`config.mk`:
```
export PLATFORM = sky130hd
export DESIGN_NAME = fetch_mem_if_flat
export DESIGN_NICKNAME = d
export VERILOG_FILES = /design/src/rtl/fetch_mem_if_if.sv /design/src/rtl/fetch_mem_if.sv /design/src/flat_wrapper.sv
export SDC_FILE = /design/constraint.sdc
export NUM_CORES = 1
export LEC_CHECK = 0
export CORE_UTILIZATION = 39
export CTS_CLUSTER_SIZE = 28
export DETAILED_ROUTE_END_ITERATION = 6
export HOLD_SLACK_MARGIN = 0.05
export PLACE_DENSITY = 0.89
export SLEW_MARGIN = 20
export SYNTH_ARGS = -nofsm -noshare
export SYNTH_HDL_FRONTEND = slang
export SYNTH_SLANG_ARGS = --single-unit
```
`constraint.sdc`:
```
create_clock -name clk_i -period 4.35 [get_ports clk_i]
set_clock_uncertainty 0.15 [all_clocks]
set_input_delay 1.0875 -clock clk_i [delete_from_list [all_inputs] [get_ports clk_i]]
set_output_delay 1.0875 -clock clk_i [all_outputs]
set_load 0.1 [all_outputs]
```
`src/rtl/fetch_mem_if_if.sv`:
```
`timescale 1ns/1ps
`default_nettype none
// ============================================================================
// Interface : fetch_mem_if_if
// Purpose   : Bundles the three handshake channels of the fetch memory stage:
//             PC input from the PC generator, instruction-memory
//             request/answer, and instruction output to the issue queue.
// Modports  : slave  - the fetch_mem_if stage itself
//             master - the environment around it (PC gen, memory, issue queue)
// Revision  : 1.0 - initial release
// ============================================================================
interface fetch_mem_if_if;
    // PC generator -> stage
    logic        pc_valid_i;
    logic [63:0] pc_i;
    logic        pc_ready_o;
    // stage -> instruction memory request
    logic        mem_req_valid_o;
    logic        mem_req_ready_i;
    logic [63:0] mem_req_addr_o;
    // instruction memory answer -> stage
    logic        mem_ans_valid_i;
    logic        mem_ans_ready_o;
    logic [31:0] mem_ans_data_i;
    logic        mem_ans_except_i;
    // stage -> issue queue
    logic        instr_valid_o;
    logic        instr_ready_i;
    logic [31:0] instr_o;
    logic [63:0] instr_pc_o;
    logic        instr_except_o;
    logic [1:0]  instr_except_code_o;

    modport slave (
        input  pc_valid_i, pc_i, mem_req_ready_i,
        input  mem_ans_valid_i, mem_ans_data_i, mem_ans_except_i,
        input  instr_ready_i,
        output pc_ready_o, mem_req_valid_o, mem_req_addr_o, mem_ans_ready_o,
        output instr_valid_o, instr_o, instr_pc_o, instr_except_o, instr_except_code_o
    );

    modport master (
        output pc_valid_i, pc_i, mem_req_ready_i,
        output mem_ans_valid_i, mem_ans_data_i, mem_ans_except_i,
        output instr_ready_i,
        input  pc_ready_o, mem_req_valid_o, mem_req_addr_o, mem_ans_ready_o,
        input  instr_valid_o, instr_o, instr_pc_o, instr_except_o, instr_except_code_o
    );
endinterface
`default_nettype wire

```
`src/rtl/fetch_mem_if.sv`:
```
`timescale 1ns/1ps
`default_nettype none
// ============================================================================
// Module    : fetch_mem_if
// Purpose   : Fetch stage after the PC generator. Issues instruction-memory
//             requests, tracks in-flight PCs in an in-order FIFO, pairs each
//             memory answer with its PC and forwards it to the issue queue
//             with zero latency. On flush, answers still owed to squashed
//             requests are counted in drop_cnt and silently discarded.
// Ports     : clk_i    - clock
//             rst_ni   - asynchronous active-low reset
//             flush_i  - squash every outstanding fetch
//             bus      - fetch_mem_if_if.slave (PC, mem req/ans, instr out)
// Params    : MAX_OUTSTANDING - in-flight limit (live + squashed), power of 2, >= 2
//             BOOT_PC         - unused, kept for frontend parameter symmetry
// Macros    : FETCH_MISALIGN_CHECK_EN - PCs with pc[1:0] != 0 skip memory and
//             are returned as misaligned-fetch exceptions (code 1)
// Revision  : 1.0 - initial release
// ============================================================================
module fetch_mem_if #(
    parameter int unsigned MAX_OUTSTANDING = 2,
    parameter logic [63:0] BOOT_PC         = 64'h0
) (
    input  logic          clk_i,
    input  logic          rst_ni,
    input  logic          flush_i,
    fetch_mem_if_if.slave bus
);
    localparam int unsigned    PTR_W   = $clog2(MAX_OUTSTANDING);
    localparam int unsigned    CNT_W   = PTR_W + 1;
    localparam logic [CNT_W:0] MAX_OCC = (CNT_W + 1)'(MAX_OUTSTANDING);

    // PC FIFO storage: {pc, local_exc}
    logic [63:0]                pc_mem_q [MAX_OUTSTANDING];
    logic [MAX_OUTSTANDING-1:0] exc_q;

    logic [PTR_W-1:0] rd_ptr_q, rd_ptr_d;
    logic [PTR_W-1:0] wr_ptr_q, wr_ptr_d;
    logic [CNT_W-1:0] cnt_q,    cnt_d;    // all FIFO entries
    logic [CNT_W-1:0] live_q,   live_d;   // entries still owed a memory answer
    logic [CNT_W-1:0] drop_q,   drop_d;   // answers owed to squashed requests

    logic             w_unused_boot_pc;
    logic             w_misalign;
    logic             w_room;
    logic [CNT_W:0]   w_occ;
    logic [CNT_W:0]   w_owed;
    logic             w_push;
    logic             w_pop;
    logic             w_drop_dec;
    logic             w_head_valid;
    logic             w_head_exc;
    logic [63:0]      w_head_pc;

    logic             w_req_valid;
    logic             w_pc_ready;
    logic             w_ans_ready;
    logic             w_instr_valid;
    logic [31:0]      w_instr;
    logic [63:0]      w_instr_pc;
    logic             w_instr_except;
    logic [1:0]       w_instr_code;

    assign w_unused_boot_pc = ^BOOT_PC;

`ifdef FETCH_MISALIGN_CHECK_EN
    assign w_misalign = (bus.pc_i[1:0] != 2'b00);
`else
    assign w_misalign = 1'b0;
`endif

    // Room is computed from registered counts only, so a same-cycle pop
    // never makes room for a same-cycle push.
    assign w_occ  = {1'b0, cnt_q} + {1'b0, drop_q};
    assign w_room = (w_occ < MAX_OCC);
    assign w_owed = {1'b0, live_q} + {1'b0, drop_q};

    // ------------------------------------------------------------------
    // Request side
    // ------------------------------------------------------------------
    assign w_req_valid = bus.pc_valid_i & w_room & ~flush_i & ~w_misalign;
    // Misaligned PCs are accepted locally without a memory handshake.
    assign w_pc_ready  = w_misalign ? (bus.pc_valid_i & w_room & ~flush_i)
                                    : (w_req_valid & bus.mem_req_ready_i);
    assign w_push      = w_pc_ready;

    assign w_head_valid = (cnt_q != '0);
    assign w_head_exc   = exc_q[rd_ptr_q];
    assign w_head_pc    = pc_mem_q[rd_ptr_q];

    // ------------------------------------------------------------------
    // Answer routing and instruction output
    // ------------------------------------------------------------------
    always_comb begin
        w_ans_ready    = 1'b0;
        w_instr_valid  = 1'b0;
        w_instr        = 32'h0;
        w_instr_pc     = 64'h0;
        w_instr_except = 1'b0;
        w_instr_code   = 2'd0;
        w_pop          = 1'b0;
        w_drop_dec     = 1'b0;

        if (flush_i) begin
            // Swallow any same-cycle answer; it is accounted for in drop_d.
            w_ans_ready = 1'b1;
        end else begin
            if (w_head_valid && w_head_exc) begin
                // Locally raised exception needs no memory answer, so it may
                // drain even while squashed answers are still being dropped.
                w_instr_valid  = 1'b1;
                w_instr_pc     = w_head_pc;
                w_instr_except = 1'b1;
                w_instr_code   = 2'd1;
                w_pop          = bus.instr_ready_i;
            end else if (w_head_valid && (drop_q == '0)) begin
                w_instr_valid  = bus.mem_ans_valid_i;
                w_ans_ready    = bus.instr_ready_i;
                w_instr        = bus.mem_ans_except_i ? 32'h0 : bus.mem_ans_data_i;
                w_instr_pc     = w_head_pc;
                w_instr_except = bus.mem_ans_except_i;
                w_pop          = bus.mem_ans_valid_i & bus.instr_ready_i;
            end

            // Answers in order: while squashed answers are owed, every
            // incoming answer belongs to a squashed request.
            if (drop_q != '0) begin
                w_ans_ready = 1'b1;
                w_drop_dec  = bus.mem_ans_valid_i;
            end
        end
    end

    // ------------------------------------------------------------------
    // Next-state for pointers and counters
    // ------------------------------------------------------------------
    always_comb begin
        rd_ptr_d = rd_ptr_q;
        wr_ptr_d = wr_ptr_q;
        cnt_d    = cnt_q;
        live_d   = live_q;
        drop_d   = drop_q;

        if (flush_i) begin
            rd_ptr_d = '0;
            wr_ptr_d = '0;
            cnt_d    = '0;
            live_d   = '0;
            // Every live entry still owes an answer; a same-cycle answer
            // settles one of them immediately.
            if (bus.mem_ans_valid_i && (w_owed != '0)) begin
                drop_d = CNT_W'(w_owed - (CNT_W + 1)'(1));
            end else begin
                drop_d = CNT_W'(w_owed);
            end
        end else begin
            if (w_push) begin
                wr_ptr_d = wr_ptr_q + PTR_W'(1);
            end
            if (w_pop) begin
                rd_ptr_d = rd_ptr_q + PTR_W'(1);
            end
            cnt_d  = cnt_q + CNT_W'(w_push) - CNT_W'(w_pop);
            live_d = live_q + CNT_W'(w_push & ~w_misalign)
                            - CNT_W'(w_pop & ~w_head_exc);
            if (w_drop_dec) begin
                drop_d = drop_q - CNT_W'(1);
            end
        end
    end

    always_ff @(posedge clk_i or negedge rst_ni) begin
        if (!rst_ni) begin
            rd_ptr_q <= '0;
            wr_ptr_q <= '0;
            cnt_q    <= '0;
            live_q   <= '0;
            drop_q   <= '0;
            exc_q    <= '0;
        end else begin
            rd_ptr_q <= rd_ptr_d;
            wr_ptr_q <= wr_ptr_d;
            cnt_q    <= cnt_d;
            live_q   <= live_d;
            drop_q   <= drop_d;
            if (w_push) begin
                exc_q[wr_ptr_q] <= w_misalign;
            end
        end
    end

    // PC payload needs no reset: it is only read when the count says valid.
    always_ff @(posedge clk_i) begin
        if (w_push) begin
            pc_mem_q[wr_ptr_q] <= bus.pc_i;
        end
    end

    assign bus.pc_ready_o          = w_pc_ready;
    assign bus.mem_req_valid_o     = w_req_valid;
    assign bus.mem_req_addr_o      = bus.pc_i;
    assign bus.mem_ans_ready_o     = w_ans_ready;
    assign bus.instr_valid_o       = w_instr_valid;
    assign bus.instr_o             = w_instr;
    assign bus.instr_pc_o          = w_instr_pc;
    assign bus.instr_except_o      = w_instr_except;
    assign bus.instr_except_code_o = w_instr_code;

`ifndef SYNTHESIS
    // Memory may only answer while some request (live or squashed) is owed.
    a_ans_owed : assert property (@(posedge clk_i) disable iff (!rst_ni)
        bus.mem_ans_valid_i |-> (w_owed != '0));
`endif

endmodule
`default_nettype wire

```
`src/flat_wrapper.sv`:
```
// flat-port wrapper written by rule: the top's interface ports become plain ports
module fetch_mem_if_flat 
#(
    parameter int unsigned MAX_OUTSTANDING = 2,
    parameter logic [63:0] BOOT_PC         = 64'h0
)
  (clk_i, rst_ni, flush_i, bus_pc_valid_i, bus_pc_i, bus_mem_req_ready_i, bus_mem_ans_valid_i, bus_mem_ans_data_i, bus_mem_ans_except_i, bus_instr_ready_i, bus_pc_ready_o, bus_mem_req_valid_o, bus_mem_req_addr_o, bus_mem_ans_ready_o, bus_instr_valid_o, bus_instr_o, bus_instr_pc_o, bus_instr_except_o, bus_instr_except_code_o);
  fetch_mem_if_if bus_i ();
  input  logic clk_i;
  input  logic rst_ni;
  input  logic flush_i;
  input wire logic [$bits(bus_i.pc_valid_i)-1:0] bus_pc_valid_i;
  input wire logic [$bits(bus_i.pc_i)-1:0] bus_pc_i;
  input wire logic [$bits(bus_i.mem_req_ready_i)-1:0] bus_mem_req_ready_i;
  input wire logic [$bits(bus_i.mem_ans_valid_i)-1:0] bus_mem_ans_valid_i;
  input wire logic [$bits(bus_i.mem_ans_data_i)-1:0] bus_mem_ans_data_i;
  input wire logic [$bits(bus_i.mem_ans_except_i)-1:0] bus_mem_ans_except_i;
  input wire logic [$bits(bus_i.instr_ready_i)-1:0] bus_instr_ready_i;
  output wire logic [$bits(bus_i.pc_ready_o)-1:0] bus_pc_ready_o;
  output wire logic [$bits(bus_i.mem_req_valid_o)-1:0] bus_mem_req_valid_o;
  output wire logic [$bits(bus_i.mem_req_addr_o)-1:0] bus_mem_req_addr_o;
  output wire logic [$bits(bus_i.mem_ans_ready_o)-1:0] bus_mem_ans_ready_o;
  output wire logic [$bits(bus_i.instr_valid_o)-1:0] bus_instr_valid_o;
  output wire logic [$bits(bus_i.instr_o)-1:0] bus_instr_o;
  output wire logic [$bits(bus_i.instr_pc_o)-1:0] bus_instr_pc_o;
  output wire logic [$bits(bus_i.instr_except_o)-1:0] bus_instr_except_o;
  output wire logic [$bits(bus_i.instr_except_code_o)-1:0] bus_instr_except_code_o;
  assign bus_i.pc_valid_i = bus_pc_valid_i;
  assign bus_i.pc_i = bus_pc_i;
  assign bus_i.mem_req_ready_i = bus_mem_req_ready_i;
  assign bus_i.mem_ans_valid_i = bus_mem_ans_valid_i;
  assign bus_i.mem_ans_data_i = bus_mem_ans_data_i;
  assign bus_i.mem_ans_except_i = bus_mem_ans_except_i;
  assign bus_i.instr_ready_i = bus_instr_ready_i;
  assign bus_pc_ready_o = bus_i.pc_ready_o;
  assign bus_mem_req_valid_o = bus_i.mem_req_valid_o;
  assign bus_mem_req_addr_o = bus_i.mem_req_addr_o;
  assign bus_mem_ans_ready_o = bus_i.mem_ans_ready_o;
  assign bus_instr_valid_o = bus_i.instr_valid_o;
  assign bus_instr_o = bus_i.instr_o;
  assign bus_instr_pc_o = bus_i.instr_pc_o;
  assign bus_instr_except_o = bus_i.instr_except_o;
  assign bus_instr_except_code_o = bus_i.instr_except_code_o;
  fetch_mem_if #(.MAX_OUTSTANDING(MAX_OUTSTANDING), .BOOT_PC(BOOT_PC)) u_core (.clk_i(clk_i), .rst_ni(rst_ni), .flush_i(flush_i), .bus(bus_i));
endmodule
```
==> impl_metrics.env, run 1 <==
export IMPL_slowest_stage="clkdlybuf4s50_1"
export IMPL_finalHoldViolations=0
export IMPL_post_cts_setup_buffers=0
export IMPL_powerDensity_nw_per_um2=381
export IMPL_synth_top_area_frac=0.612
export IMPL_p_leak_nw=3.75
export IMPL_end_kind="output pin"
export IMPL_avgSynthCellArea_sq_um=14.1
export IMPL_drt_wl_total_mm=14.3
export IMPL_post_synth_top_count_cell="edfxtp_1"
export IMPL_dr_wl_met2_mm=7.89
export IMPL_path_max_fanout=32
export IMPL_fin_crit_ns=4.01
export IMPL_drc=0
export IMPL_path_cells="clkdlybuf4s50_1 -> nor3_4 -> a21oi_4 -> buf_4 -> nor2_1 -> buf_12"
export IMPL_grt_max_degree=34
export IMPL_postPlaceCellArea_sq_um=9630
export IMPL_initial_core_util=0.397
export IMPL_netlist_area_sq_um=6280
export IMPL_antenna_found_initial=1
export IMPL_synth_edf_count=128
export IMPL_crit_buf_inv=3
export IMPL_netlist_instances=446
export IMPL_viasPerCell=4.57
export IMPL_root_buffer="clkbuf_16"
export IMPL_clkPwrFrac=0.381
export IMPL_htree_levels=4
export IMPL_synth_cell_types=30
export IMPL_max_freq_mhz=249
export IMPL_grt_pass1_wl_mm=21.2
export IMPL_area_growth_pct=63.3
export IMPL_highest_layer="met4"
export IMPL_rows=46
export IMPL_p_int_mw=2.77
export IMPL_dp_hpwl_mm=10.8
export IMPL_grt_setup_unrepaired="false"
export IMPL_synth_area_leaders="edfxtp_1, mux2i_1, buf_4"
export IMPL_ir_drop_mv=0.295
export IMPL_swShare=0.291
export IMPL_synth_seq_cells=138
export IMPL_nNetsFinal=776
export IMPL_grt_ovfl_total=0
export IMPL_die_height_um=129
export IMPL_maxCapViolCount=0
export IMPL_worstPathArrival_ns=2.77
export IMPL_grt_pass1_vias=4125
export IMPL_cts_buffers=17
export IMPL_min_path_type="flip-flop to flip-flop"
export IMPL_drt_first_iter_violations=155
export IMPL_tns_ns=0
export IMPL_clkTransAtPathRegs_ns=0.06
export IMPL_syn_nets=559
export IMPL_async_flop_share=0.0725
export IMPL_synth_seq_area_share=0.652
export IMPL_drive_gt1_frac=0.330
export IMPL_yosysWarnings=0
export IMPL_crit_path_max_incr_delay_ns=0.50
export IMPL_start_kind="input pin"
export IMPL_cp_top_family="buffers and inverters"
export IMPL_cts_buffer_depth=2
export IMPL_yosys_area_top_type="edfxtp_1"
export IMPL_route_vias_total=4082
export IMPL_portBuffers=269
export IMPL_hold_worst_slack_ns=0.410
export IMPL_p_switching_mw=1.14
export IMPL_synthFlopType="edfxtp_1"
export IMPL_final_max_slew_viol_count=0
export IMPL_coreArea_sq_um=15800
export IMPL_crit_required_ns=3.11
export IMPL_ioPinCount=271
export IMPL_first_pass_iters=5
export IMPL_min_period_over_period=0.922
export IMPL_tritoncts="done"
export IMPL_antenna_left=0
export IMPL_die_area_sq_um=16600
export IMPL_die_width_um=129
export IMPL_pwr_share_seq=0.398
export IMPL_clk_latency_ns=0.40
export IMPL_wl_per_cell_um=16.0
export IMPL_cts_sinks=138
export IMPL_setup_violations=0
export IMPL_dr_wl_met3_mm=1.22
export IMPL_path_class="input pin to output pin"
export IMPL_ctsHoldBuffers=0
export IMPL_combPwrFrac=0.221
export IMPL_cts_resized_gates=0
export IMPL_gp_congestion=0.780
export IMPL_drt_met1_wl_mm=4.89
export IMPL_grt_use_total=0.173
export IMPL_status="complete, no violations"
export IMPL_netlist_top_cells_count="edfxtp_1, nor2_1, buf_4, mux2i_1, and2_1"
export IMPL_stdcell_area_sq_um=10300
[sequential cells by signal (all words and copies together) (netlist names)]
register,cells
u_core.pc_mem_q,128
u_core.live_q,2
u_core.rd_ptr_q,1
u_core.cnt_q,2
u_core.drop_q,2
u_core.wr_ptr_q,1
u_core.exc_q,2
[cell type report]
type                       instances  area, sq um
fill                            1080         5570
sequential                       138         4100
timing repair buffer             281         3640
multi-input combinational        215         1580
clock buffer                      18          429
tap                              216          270
clock inverter                    14          194
inverter                          10         41.3
antenna                            1         2.50
[power by group through the flow]
stage                     logic (mW)  registers, mW  clock network [mW]
after detailed placement       0.870           1.58                   0
after CTS                      0.872           1.56                1.53
after floorplan                0.611           1.58                   0
final                          0.864           1.56                1.49
after global routing           0.908           1.56                1.58
after global placement         0.849           1.58                   0
[cell usage in the layout, fill, tap and decap left out, types with 2 or more instances in the layout]
cell type,instances
inv_1,9
fa_1,2
o21ai_0,2
clkinv_2,3
xor2_1,2
dfrtp_1,9
edfxtp_1,128
inv_6,3
bufinv_16,4
xnor2_1,5
clkdlybuf4s50_1,103
a21oi_1,2
nand2_1,2
and2_1,34
nor2_1,71
mux2i_1,65
ha_1,7
clkinvlp_4,3
buf_4,76
nor2_4,2
buf_12,102
clkinv_4,2
nor2b_1,5
nor3_4,2
clkbuf_16,17
[cells by family (layout without fill, tap and decap cells)]
kind of cell / Yosys count / count (layout) / synth area share
DFF: 138 / 138 / 0.652
xor gates and xnor gates: 7 / 7 / 0.00976
and+or+nand+nor: 122 / 122 / 0.0964
adders and majority gates: 9 / 9 / 0.0203
muxes: 67 / 67 / 0.109
other: 1 / 2 / 0.000597
AOI/OAI and AO/OA: 9 / 9 / 0.0104
buffers and inverters: 93 / 323 / 0.102
[worst paths after layout]
path | cells past startpoint | slack, ns | from | end
max | 6 | 0.34 | flush_i | bus_instr_pc_o[44]
min | 1 | 0.41 | u_core.exc_q[1]$_DFFE_PN0P_ | u_core.exc_q[1]$_DFFE_PN0P_
max reg2reg | 7 | 1.59 | u_core.drop_q[0]$_DFFE_PN0P_ | u_core.pc_mem_q[1][47]$_DFFE_PP_
min reg2reg | 1 | 0.41 | u_core.exc_q[1]$_DFFE_PN0P_ | u_core.exc_q[1]$_DFFE_PN0P_
max in group asynchronous | 1 | 2.86 | rst_ni | u_core.rd_ptr_q$_DFFE_PN0P_
min in group asynchronous | 1 | 0.85 | rst_ni | u_core.drop_q[1]$_DFFE_PN0P_
[routing by layer]
metal  vias up  GRT usage
met5         -          0
met4         0     0.0720
met3        19     0.0640
met2       194      0.321
met1      1935      0.174
li1       1934          -
[through the flow]
step / power [mW] / setup WS [ns] / std cells / util
floorplan: 2.19 / -0.435 / 446 / -
global placement: 2.43 / 0.311 / 860 / 0.609
detailed placement: 2.45 / 0.323 / 860 / 0.609
CTS: 3.96 / 0.302 / 892 / 0.648
global route: 4.05 / 0.259 / 893 / 0.648
finish: 3.91 / 0.340 / 893 / 0.648
Note: power is estimated with default switching activity, not from simulation.
==> run 2: changes to the inputs <==
ABC_AREA = 1   (was unset)
CORE_UTILIZATION = 40   (was 39)
DONT_BUFFER_PORTS = 1   (was unset)
PLACE_DENSITY = 0.67   (was 0.89)
==> run 2 against run 1 <==
Against the previous run:
- via count shrank 7.4%
- clock power shrank 3%
- core utilization shrank 13 points
- critical path type is now flip-flop to output pin
- critical endpoint is now bus_instr_o[6]
- largest power group unchanged
==> impl_metrics.env, run 2 <==
export IMPL_status="complete, no violations"
export IMPL_synth_edf_count=128
export IMPL_cts_sinks=138
export IMPL_seqCellArea_sq_um=4100
export IMPL_finalPower_mw=3.58
export IMPL_synth_cell_types=28
export IMPL_powerDensity_nw_per_um2=430
export IMPL_ctsHoldBuffers=0
export IMPL_grt_pass1_vias=3958
export IMPL_async_flop_share=0.0725
export IMPL_cts_resized_gates=0
export IMPL_final_max_slew_viol_count=0
export IMPL_fillCellCount=1373
export IMPL_final_common_cell="edfxtp_1"
export IMPL_nNetsFinal=664
export IMPL_critPathCapture="bus_instr_o[6]"
export IMPL_clk_latency_ns=0.41
export IMPL_synth_area_leaders="edfxtp_1, mux2i_1, buf_4"
export IMPL_grt_use_total=0.160
export IMPL_drc=0
export IMPL_slew_headroom=0.433
export IMPL_cts_buffer_depth=2
export IMPL_viasPerCell=4.85
export IMPL_drive_gt1_frac=0.451
export IMPL_grt_ovfl_total=0
export IMPL_yosys_area_top_type="edfxtp_1"
export IMPL_r2r_slack_ns=1.30
export IMPL_p_leak_nw=2.86
export IMPL_combPwrFrac=0.157
export IMPL_wl_per_cell_um=17.1
export IMPL_end_kind="output pin"
export IMPL_dp_hpwl_mm=9.29
export IMPL_startpoint="u_core.drop_q[1]$_DFFE_PN0P_"
export IMPL_first_pass_iters=4
export IMPL_path_max_fanout=29
export IMPL_portBuffers=0
export IMPL_path_class="flip-flop to output pin"
export IMPL_synth_seq_cells=138
export IMPL_synth_seq_area_share=0.612
export IMPL_r2r_end="u_core.pc_mem_q[1][3]$_DFFE_PP_"
export IMPL_drt_wl_total_mm=13.3
export IMPL_grt_pass1_wl_mm=21.1
export IMPL_post_cts_setup_buffers=0
export IMPL_max_freq_mhz=248
export IMPL_drt_first_iter_violations=161
export IMPL_clkPwrFrac=0.404
export IMPL_antenna_cells=0
export IMPL_start_kind="flip-flop"
export IMPL_die_height_um=131
export IMPL_layout_common_cells="edfxtp_1, buf_4, a21oi_2"
export IMPL_ioPinCount=271
export IMPL_gp_congestion=0.828
export IMPL_area_growth_pct=24.6
export IMPL_swShare=0.280
export IMPL_clkTransAtPathRegs_ns=0.06
export IMPL_route_vias_total=3778
export IMPL_coreArea_sq_um=16100
export IMPL_htree_levels=4
export IMPL_netlist_top_cells_count="edfxtp_1, buf_4, mux2i_1"
export IMPL_initial_core_util=0.415
export IMPL_maxCapViolCount=0
export IMPL_synthFlopType="edfxtp_1"
export IMPL_setup_violations=0
export IMPL_grt_max_degree=49
export IMPL_min_path_type="input pin to asynchronous set/reset pin"
export IMPL_grt_setup_unrepaired="false"
export IMPL_max_flop_register="u_core.pc_mem_q"
export IMPL_pwr_share_seq=0.439
export IMPL_die_width_um=131
export IMPL_rows=46
export IMPL_crit_required_ns=3.11
export IMPL_avgSynthCellArea_sq_um=13.0
export IMPL_netlist_area_sq_um=6690
export IMPL_antenna_left=0
export IMPL_worstMarginPinSlew_ns=0.848
export IMPL_post_synth_top_count_cell="edfxtp_1"
export IMPL_die_area_sq_um=17200
export IMPL_r2r_cells=9
export IMPL_synth_top_area_frac=0.575
export IMPL_largest_register_ffs=128
export IMPL_finalHoldViolations=0
export IMPL_antenna_found_initial=0
export IMPL_yosysWarnings=0
export IMPL_tritoncts="done"
export IMPL_p_switching_mw=1.00
export IMPL_multi_input_area_sq_um=1990
export IMPL_r2r_start="u_core.drop_q[0]$_DFFE_PN0P_"
export IMPL_min_period_over_period=0.928
export IMPL_ir_drop_mv=0.284
export IMPL_syn_nets=626
export IMPL_worstPathArrival_ns=2.80
export IMPL_netlist_instances=513
export IMPL_tns_ns=0
export IMPL_fin_crit_ns=4.04
export IMPL_root_buffer="clkbuf_16"
export IMPL_p_int_mw=2.58
export IMPL_cts_buffers=17
-- run 2: changes by cell type after synthesis, moves of 8 or more --
cell / previous run / this run
a21oi_1: 2 / 29
a21oi_2: 0 / 40
and2_1: 34 / 0
buf_6: 4 / 13
inv_1: 10 / 18
nand2_1: 3 / 48
nand3_1: 0 / 9
nor2_1: 73 / 34
nor2_2: 0 / 10
-- run 2: worst max-delay path: stages (launching register included) --
cell and delay, ns:
dfrtp_1 0.46, inv_1 0.09, ha_1 0.19, inv_1 0.09, a21oi_4 0.24, nand3_2 0.70, nor2_2 0.40, buf_12 0.21
-- run 2: cell type report --
class / instances / share of cell area
Clock buffer: 17 / 0.0511
Clock inverter: 14 / 0.0209
Inverter: 21 / 0.00946
Multi-Input combinational cell: 260 / 0.238
Sequential cell: 138 / 0.492
Tap cell: 216 / 0.0324
Timing Repair Buffer: 113 / 0.156
-- run 2: stage by stage --
step	instance area (sq um)	setup slack (ns)	util	cells	hold WS [ns]
6_report	8330	0.312	0.517	779	0.211
3_3_place_gp	7730	0.736	0.480	748	0.339
3_5_place_dp	7730	0.711	0.480	748	0.344
5_1_grt	8330	0.105	0.517	779	0.189
2_1_floorplan	6710	0.0955	-	513	0.322
4_1_cts	8330	0.293	0.517	779	0.190
-- run 2: kinds of logic after synthesis --
family | count (synthesis) | share of synthesized area
multiplexers | 64 | 0.0958
XOR/XNOR | 2 | 0.00262
AND/OR/NAND/NOR | 108 | 0.0696
buffers and inverters | 115 | 0.119
other | 1 | 0.000561
adder cells (fa/ha/maj) | 9 | 0.0191
AO/OA/AOI/OAI | 76 | 0.0814
flip-flops | 138 | 0.612
-- run 2: worst min path at each step --
stage	to	slack, ns	cells after the start
floorplan	u_core.exc_q[1]$_DFFE_PN0P_	0.32	2
global placement	u_core.exc_q[1]$_DFFE_PN0P_	0.34	2
detailed placement	u_core.exc_q[1]$_DFFE_PN0P_	0.34	2
CTS	u_core.drop_q[0]$_DFFE_PN0P_	0.19	0
global route	u_core.drop_q[0]$_DFFE_PN0P_	0.19	0
finish	u_core.drop_q[0]$_DFFE_PN0P_	0.21	0
-- run 2: layer usage --
metal / wire (um) / GRT usage / part of all wire
met5: 0 / 0 / 0
met4: 261 / 0.0678 / 0.020
met3: 1030 / 0.0544 / 0.077
met2: 6820 / 0.278 / 0.51
met1: 5200 / 0.178 / 0.39
-- run 2: power by group through the flow --
stage	registers (mW)	logic (mW)	clock network [mW]
global placement	1.60	0.553	0
detailed placement	1.60	0.567	0
global route	1.58	0.610	1.53
CTS	1.57	0.569	1.48
floorplan	1.59	0.726	0
finish	1.57	0.563	1.45
==> run 3: changes to the inputs <==
REMOVE_ABC_BUFFERS = 1   (was unset)
==> run 3 against run 2 <==
Against the previous run:
- maximum frequency up 1.6%
- non-clock buffer count fell by 2
- cell count shrank 0.13%
- highest routed layer unchanged
==> impl_metrics.env, run 3 (synthesis gave the netlist of run 2 again) <==
export IMPL_path_max_fanout=33
export IMPL_r2r_end="u_core.pc_mem_q[1][33]$_DFFE_PP_"
export IMPL_post_cts_setup_buffers=0
export IMPL_antenna_found_initial=0
export IMPL_nNetsFinal=662
export IMPL_slowest_stage="dfrtp_4"
export IMPL_stdcell_count=778
export IMPL_drc=0
export IMPL_swShare=0.272
export IMPL_root_buffer="clkbuf_16"
export IMPL_tritoncts="done"
export IMPL_die_height_um=131
export IMPL_drt_wl_total_mm=13.3
export IMPL_worstMarginPinSlew_ns=0.619
export IMPL_clkPwrFrac=0.413
export IMPL_p_int_mw=2.65
export IMPL_p_leak_nw=2.86
export IMPL_end_kind="output pin"
export IMPL_final_max_slew_viol_count=0
export IMPL_largest_register_ffs=128
export IMPL_cts_resized_gates=0
export IMPL_final_common_cell="edfxtp_1"
export IMPL_clkTransAtPathRegs_ns=0.06
export IMPL_grt_setup_unrepaired="false"
export IMPL_setup_violations=0
export IMPL_portBuffers=0
export IMPL_grt_ovfl_total=0
export IMPL_r2r_cells=9
export IMPL_combPwrFrac=0.154
export IMPL_die_width_um=131
export IMPL_worstPathArrival_ns=2.74
export IMPL_htree_levels=4
export IMPL_cp_top_family="flip-flops"
export IMPL_maxCapViolCount=0
export IMPL_max_freq_mhz=252
export IMPL_grt_pass1_wl_mm=20.5
export IMPL_cts_buffer_depth=2
export IMPL_cts_sinks=138
export IMPL_startpoint="u_core.rd_ptr_q$_DFFE_PN0P_"
export IMPL_antenna_left=0
export IMPL_grt_pass1_vias=3959
export IMPL_antenna_cells=0
export IMPL_ioPinCount=271
export IMPL_cp_num_cells=6
export IMPL_clk_latency_ns=0.40
export IMPL_hold_worst_slack_ns=0.227
export IMPL_layout_common_cells="edfxtp_1, buf_4, a21oi_2"
export IMPL_grt_max_degree=66
export IMPL_stdcell_area_sq_um=8340
export IMPL_initial_core_util=0.415
export IMPL_ir_drop_mv=0.240
export IMPL_p_switching_mw=0.989
export IMPL_start_kind="flip-flop"
export IMPL_crit_buf_inv=2
export IMPL_ctsHoldBuffers=0
export IMPL_finalPower_mw=3.64
export IMPL_dp_hpwl_mm=9.35
export IMPL_die_area_sq_um=17200
export IMPL_tns_ns=0
export IMPL_crit_path_max_incr_delay_ns=0.79
export IMPL_finalHoldViolations=0
export IMPL_status="complete, no violations"
export IMPL_viasPerCell=4.97
export IMPL_cts_buffers=17
export IMPL_postPlaceCellArea_sq_um=7710
export IMPL_gp_congestion=0.912
export IMPL_area_growth_pct=24.6
export IMPL_path_cells="nand2_1 -> nand2_2 -> nand3_4 -> buf_12 -> a21oi_2 -> buf_4"
export IMPL_max_flop_register="u_core.pc_mem_q"
export IMPL_grt_use_total=0.156
export IMPL_critPathCapture="bus_instr_pc_o[17]"
export IMPL_r2r_start="u_core.drop_q[0]$_DFFE_PN0P_"
export IMPL_fin_crit_ns=3.97
export IMPL_pwr_share_seq=0.433
export IMPL_min_path_type="input pin to asynchronous set/reset pin"
export IMPL_drt_first_iter_violations=171
export IMPL_min_period_over_period=0.914
export IMPL_crit_required_ns=3.11
export IMPL_powerDensity_nw_per_um2=436
export IMPL_rows=46
export IMPL_slew_headroom=0.587
export IMPL_route_vias_total=3865
export IMPL_drive_gt1_frac=0.447
export IMPL_path_class="flip-flop to output pin"
export IMPL_coreArea_sq_um=16100
export IMPL_first_pass_iters=5
export IMPL_wl_per_cell_um=17.1
export IMPL_dp_cells=746
export IMPL_r2r_slack_ns=1.68
run 3: metal layers:
| metal | global-route usage | vias to the layer above | part of all wire |
|---|---|---|---|
| li1 | - | 1809 | - |
| met5 | 0 | - | 0 |
| met2 | 0.292 | 212 | 0.54 |
| met1 | 0.154 | 1834 | 0.35 |
| met4 | 0.0543 | 0 | 0.016 |
| met3 | 0.0637 | 10 | 0.094 |
run 3: stage by stage:
stage               setup WS, ns  utilization
finish                     0.376        0.517
global route               0.236        0.517
CTS                        0.284        0.517
detailed placement         0.565        0.479
global placement           0.634        0.479
floorplan                  -2.61            -
run 3: area by class of cell:
class,instances,area (sq um)
clock inverters,13,191
flip-flops and latches,138,4100
repair buffers,111,1280
inverters,21,78.8
clock buffers,19,433
multi-input cells,260,1980
well taps,216,270
fillers,1367,7780
run 3: worst min-delay path by stage:
stage	cells past startpoint	from	to	slack, ns
after floorplan	2	u_core.exc_q[1]$_DFFE_PN0P_	u_core.exc_q[1]$_DFFE_PN0P_	0.32
after global placement	2	u_core.exc_q[1]$_DFFE_PN0P_	u_core.exc_q[1]$_DFFE_PN0P_	0.34
after detailed placement	2	u_core.exc_q[1]$_DFFE_PN0P_	u_core.exc_q[1]$_DFFE_PN0P_	0.35
after CTS	0	rst_ni	u_core.drop_q[1]$_DFFE_PN0P_	0.20
after global routing	0	rst_ni	u_core.drop_q[0]$_DFFE_PN0P_	0.20
final	0	rst_ni	u_core.cnt_q[0]$_DFF_PN0_	0.23
run 3: power groups by stage:
stage	Sequential [mW]	Clock (mW)	Combinational, mW
finish	1.57	1.50	0.559
global route	1.58	1.58	0.595
CTS	1.58	1.54	0.564
detailed placement	1.60	0	0.563
global placement	1.60	0	0.549
floorplan	1.60	0	0.422
